==> src/rtl/arbl2_req_sched.sv <==
// Round-robin scheduler sharing the directory request channel between L2D slices.
// Winners are tagged with their slice index and buffered in a 2-entry queue.
module arbl2_req_sched #(
    parameter int NREQ   = 2,
    parameter int DATA_W = 64,
    parameter int SRC_W  = 2
) (
    input  logic                   clk,
    input  logic                   reset,
    input  logic [NREQ-1:0]        in_valid,
    output logic [NREQ-1:0]        in_retry,
    input  logic [NREQ*DATA_W-1:0] in_data,
    output logic                   out_valid,
    input  logic                   out_retry,
    output logic [DATA_W-1:0]      out_data,
    output logic [SRC_W-1:0]       out_src
);
    logic [1:0]        count;
    logic              wr;
    logic              rd;
    logic [SRC_W-1:0]  rr_ptr;
    logic [DATA_W-1:0] q_data [2];
    logic [SRC_W-1:0]  q_src  [2];

    logic              space;
    logic              found;
    logic              push;
    logic              pop;
    logic [SRC_W-1:0]  gnt;
    logic [SRC_W-1:0]  rr_next;
    logic [DATA_W-1:0] gnt_data;

    // space looks at registered count only, so out_retry never reaches in_retry
    assign space     = (count < 2'd2);
    assign push      = found && space && reset;
    assign pop       = out_valid && !out_retry;
    assign out_valid = (count != 2'd0);
    assign out_data  = q_data[rd];
    assign out_src   = q_src[rd];

    always_comb begin
        found = 1'b0;
        gnt   = '0;
        for (int k = 0; k < NREQ; k++) begin
            for (int i = 0; i < NREQ; i++) begin
                if (!found && in_valid[i] &&
                    i == (int'(rr_ptr) + k) % NREQ) begin
                    found = 1'b1;
                    gnt   = SRC_W'(i);
                end
            end
        end
    end

    always_comb begin
        gnt_data = '0;
        for (int i = 0; i < NREQ; i++) begin
            if (gnt == SRC_W'(i)) begin
                gnt_data = in_data[i*DATA_W +: DATA_W];
            end
        end
    end

    always_comb begin
        in_retry = '1;
        for (int i = 0; i < NREQ; i++) begin
            if (push && gnt == SRC_W'(i)) begin
                in_retry[i] = 1'b0;
            end
        end
    end

    assign rr_next = (gnt == SRC_W'(NREQ - 1)) ? '0 : gnt + SRC_W'(1);

    always_ff @(posedge clk or negedge reset) begin
        if (!reset) begin
            count  <= '0;
            wr     <= 1'b0;
            rd     <= 1'b0;
            rr_ptr <= '0;
        end else begin
            if (push) begin
                wr     <= ~wr;
                rr_ptr <= rr_next;
            end
            if (pop) begin
                rd <= ~rd;
            end
            case ({push, pop})
                2'b10:   count <= count + 2'd1;
                2'b01:   count <= count - 2'd1;
                default: count <= count;
            endcase
        end
    end

    // Payload storage needs no reset: it is only read while out_valid=1
    always_ff @(posedge clk) begin
        if (push) begin
            q_data[wr] <= gnt_data;
            q_src[wr]  <= gnt;
        end
    end

endmodule

==> config.mk <==
export PLATFORM = sky130hd
export DESIGN_NAME = arbl2_req_sched
export DESIGN_NICKNAME = d
export VERILOG_FILES = /design/src/rtl/arbl2_req_sched.sv
export SDC_FILE = /design/constraint.sdc
export NUM_CORES = 1
export LEC_CHECK = 0
export BUFFER_PORTS_ARGS = -buffer_cell sky130_fd_sc_hd__buf_2
export CORE_MARGIN = 5
export CORE_UTILIZATION = 50
export CTS_BUF_LIST = sky130_fd_sc_hd__clkbuf_16
export DETAILED_ROUTE_END_ITERATION = 7
export GPL_ROUTABILITY_DRIVEN = 0
export PLACE_DENSITY = 0.8
export SYNTH_ARGS = -nofsm -noshare
export SYNTH_HDL_FRONTEND = slang
export SYNTH_SLANG_ARGS = --single-unit
==> constraint.sdc <==
create_clock -name clk -period 6.5 [get_ports clk]
set_input_delay 0.325 -clock clk [delete_from_list [all_inputs] [get_ports clk]]
set_output_delay 0.325 -clock clk [all_outputs]
set_load 0.1 [all_outputs]
# Word level (Yosys, flattened, before mapping)
# Memory sizes are Yosys's and may differ from the RTL's.
# Cells that the tools add are included.
# word_totals
register_bits	5
ram_bits	132
wordCells	54
memories	2
# memory_table
memory	depth	width	read_ports	rd_clocked_by_memory_dff	write_ports	line	text
q_data	2	64	1	0	1	22	logic [DATA_W-1:0] q_data [2];
q_src	2	2	1	0	1	23	logic [SRC_W-1:0] q_src [2];
# op_classes
addsub	4
order_cmp	1
n_eq_ne	4
n_mux	15
bitwise_logic	3
reduce_logical	21
# ops
cell	n
64-bit two-way mux	2
32-bit zero test	2
1-bit logical AND	12
1-bit two-way mux	10
2-bit by 1-bit equality test with 1-bit output, second input constant	2
1-bit zero test	4
2-bit two-way mux	2
2-bit one-hot mux with 2 select lines	1
2-bit nonzero test	2
1-bit adder, second input constant	2
2-bit by 1-bit adder with 2-bit output, second input constant	1
2-bit equality test, first input constant	1
2-bit equality test, second input constant	1
2-bit zero test	1
2-bit < comparator, second input constant	1
1-bit inverter	2
2-bit by 1-bit subtractor with 2-bit output, second input constant	1
1-bit AND, first input constant	1

# Depth between registers and ports, before layout
# logic_depth
depth_word	19
ltp_mapped	6

# Least setup slack after synthesis
# Ideal clock, no wire load.
# synth_timing
path_type	register to register
start	register count[1]
end	memory q_data[0][0] (enable)
setup_ns	0.489
arrival_time_ns	3.601
required_ns	6.011
path_slack_ns	2.410
path_stages_with_launch	4
period_less_slack_ns	4.090
path_cell_list	dfrtp_1 nor2b_1 o21ai_0 nor2_1
# synth_via
elab_chain_cells	5
# synth_rtl
element	line	text
start, declared	18	logic [1:0] count;
start signal, assigned	90	2'b10: count <= count + 2'd1;
start signal, assigned	91	2'b01: count <= count - 2'd1;
start signal, assigned	92	default: count <= count;
2-bit < comparator	34	assign space = (count < 2'd2);
1-bit logical AND (2 in a row)	35	assign push = found && space && reset;
1-bit two-way mux	99	if (push) begin
1-bit two-way mux (not written as such)	100	q_data[wr] <= gnt_data;
end, declared	22	
# Every way passes these cells.

# Worst setup path in the final report
# layout_timing
start	register rr_ptr[0]
end	output port in_retry[1]
# layout_rtl
element	line	text
start, declared	21	logic [SRC_W-1:0] rr_ptr;
start signal, assigned	84	rr_ptr <= rr_next;
32-bit zero test	47	i == (int'(rr_ptr) + k) % NREQ) begin
1-bit logical AND	46	if (!found && in_valid[i] &&
1-bit two-way mux	46	
1-bit zero test	46	
1-bit logical AND (2 in a row)	46	
1-bit two-way mux	46	
1-bit zero test	46	
1-bit logical AND (2 in a row)	46	
1-bit two-way mux	46	
1-bit zero test	46	
1-bit logical AND (2 in a row)	46	
2-bit two-way mux *	46	
via gnt[0]	29	logic [SRC_W-1:0] gnt;
2-bit by 1-bit equality test with 1-bit output *	67	if (push && gnt == SRC_W'(i)) begin
1-bit logical AND *	67	
1-bit two-way mux *	67	
end, declared	11	output logic [NREQ-1:0] in_retry,
# The timed path passes the listed nets; every way through them passes the cells marked *.

==> flow_summary_export.csv <==
group,metric,value,unit
power,power_frac_clock,23.5,%
synthesis,seq_area_frac_synth,67.6,%
placed_design,pre_cts_ws,3.57,ns
final_layout,areaGrowthSynthToFinish,28.6,%
routing,wl_per_cell,18.0,um
final_layout,antenna_cells,0,
clocking,cts_sinks,135,
critical_path,worstPathArrival,2.79,ns
routing,ant_nets,0,
sta,grt_setup_unrepaired,"false",
die,die_y,119,um
clocking,ctsHtreeMaxLevel,4,
critical_path,critPathKind,"reg2out",
sta,skew,0.00757,ns
sta,min_period,3.11,ns
die,die_x,119,um
die,dieArea,14200,um^2
sta,hold_violations,0,
clocking,cts_root_buf,"clkbuf_16",
sta,fin_crit_sh,47.9,%
power,power_density,545,nW/um^2
routing,drc_errors,0,
routing,drt-initial-drc-count,176,
synthesis,yosys_warnings,0,
synthesis,synth.avg_cell_area,19.7,um^2
critical_path,critPathLaunchType,"register",
die,initial_core_util,51.6,%
die,core_area,11600,um^2
sta,maxSlewHeadroom,40.5,%
sta,whs,0.198,ns
synthesis,yosysUniqueCellTypes,23,
power,p_leak,0.00315,uW
routing,num_vias,3365,
final_layout,fin_nets,646,
synthesis,netlist_area,5960,um^2
power,combPwrFrac,47.2,%
sta,setup-tns-final,0,ns
power,p_sw,1970,uW
power,intPower,2210,uW
global_route,grt_pass1_vias,3624,
sta,worst_pin_slew,0.883,ns
synthesis,synth_seq_cells,135,
global_route,grt_max_degree,66,
critical_path,cp_data_required_time,6.17,ns
critical_path,critPathMaxFanout,36,
clocking,clk_pin_slew,0.05,ns
min_path,min_path_type,"in2reg",
sta,max_freq,0.321,GHz
routing,first_pass_iters,4,
die,io_pins,202,
min_path,hp-start,"in_valid[1]",
routing,routed_via_density,5.04,
critical_path,reg2reg_from,"count[1]$_DFFE_PN0P_",
power,ir_drop,0.351,mV
placed_design,port-buffer-count,200,
clocking,cts_tree,"done",
sta,setup_viol,0,
global_route,antenna_found_initial,0,
sta,layout_setup_ws,3.39,ns
clocking,cts_made_buffers,17,
routing,drt_wl_total,12000,um
sta,final_max_slew_viol_count,0,
outcome,status,"complete, no violations",
final_layout,final_util,66.3,%
global_route,grt.total_usage,16.9,%
critical_path,setup.worst_path.start,"rr_ptr[0]$_DFFE_PN0N_",
clocking,clk_path_buf_depth,2,
flow_run,max_cap_violations,0,
power,finalPower,4180,uW
synthesis,synthesis.nets,436,
global_route,grt_overflow_total,0,
clocking,clkLatencyLatePin,0.41,ns
die,row_count,39,
synthesis,synthCells,302,
power,power_frac_seq,29.3,%
power,p_sw_share,47.1,%
clocking,post-cts-setup-buffer-count,0,
critical_path,crit_path_end_kind,"output pin",
final_layout,layout-drive-gt1-share,69.9,%
placed_design,dp.final_hpwl,8330,um
global_route,grt_pass1_wl,18400,um
-- final timing paths --
path / endpoint / slack (ns) / depth (start not counted)
min in group asynchronous: rd$_DFFE_PN0P_ / 0.26 / 2
max in group asynchronous: rd$_DFFE_PN0P_ / 6.09 / 2
setup reg to reg: q_data[1][58]$_DFFE_PP_ / 3.73 / 4
hold / removal: rr_ptr[0]$_DFFE_PN0N_ / 0.20 / 2
hold reg to reg: count[1]$_DFFE_PN0P_ / 0.51 / 1
setup / recovery: in_retry[1] / 3.39 / 6
-- critical path, cell delays in order (launching register included) --
cell     delay (ns)
dfrtp_1        0.43
o21ai_4        0.16
buf_4          0.51
buf_4          0.58
inv_1          0.14
nand2_1        0.12
buf_2          0.43
-- registers in the layout, summed over array words and instances, names as in the netlist --
| signal | flops |
|---|---|
| rd | 1 |
| q_data | 128 |
| count | 2 |
| rr_ptr | 1 |
| q_src | 2 |
| wr | 1 |
-- cell families (layout without fill, tap and decap cells) --
family	count (synthesis)	count (layout)	synth area share (%)
flip-flops	135	135	67.6
AO/OA/AOI/OAI	4	4	0.420
XOR/XNOR	5	5	0.735
AND/OR/NAND/NOR	9	9	0.713
other	1	1	0.0629
multiplexers	129	129	27.4
buffers and inverters	18	241	2.85
adder cells (fa/ha/maj)	1	1	0.210
-- layout by cell type (no fill, tap or decap), drive strengths merged, types with 3 or more instances in the layout --
master      n
clkinv      6
mux2      129
bufinv      4
buf       205
inv         5
edfxtp    130
dfrtp       5
clkbuf     17
clkinvlp    3
nor2        3
xnor2       3
-- stage by stage --
step	cell area [um^2]	instances
after floorplan	5960	302
after global placement	7050	635
after global routing	7670	668
final	7670	668
after CTS	7670	668
after detailed placement	7050	635
-- power by group through the flow --
stage	Sequential [uW]	Clock (uW)	Combinational (uW)
after floorplan	1200	0	1740
after global placement	1230	0	1960
after detailed placement	1240	0	1980
after CTS	1230	1000	1990
after global routing	1240	1040	2040
final	1220	983	1970
-- layout make-up --
class / instances / area (um^2)
Fill cell: 788 / 3900
Clock buffer: 17 / 425
Inverter: 3 / 11.3
Timing Repair Buffer: 206 / 1050
Sequential cell: 135 / 4030
Clock inverter: 15 / 188
Tap cell: 143 / 179
Multi-Input combinational cell: 149 / 1790
-- layer usage --
layer / wire, um / track usage (%) / part of all wire (%)
met5: 0 / 0 / 0
met4: 222 / 7.17 / 1.8
met3: 1130 / 6.87 / 9.4
met2: 5770 / 27.8 / 48
met1: 4890 / 19.7 / 41
-- Yosys cell counts (all sizes together) --
cell	number	share of area [%]
nand2	2	0.13
a21oi	1	0.084
xnor2	3	0.44
o21ai	2	0.23
or2	1	0.10
inv	3	0.19
buf	15	2.7
a31oi	1	0.10
conb	1	0.063
nor2	3	0.19
mux2	129	27
ha	1	0.21
nand3	1	0.084
nor2b	2	0.21
edfxtp	130	65
dfrtp	5	2.1
xor2	2	0.29
-- repair_timing --
action                                 CTS  global route
hold buffers                             1             0
gates resized for setup                  0             0
endpoints found under the hold margin    5             0
Power figures use the tool's default switching activity.
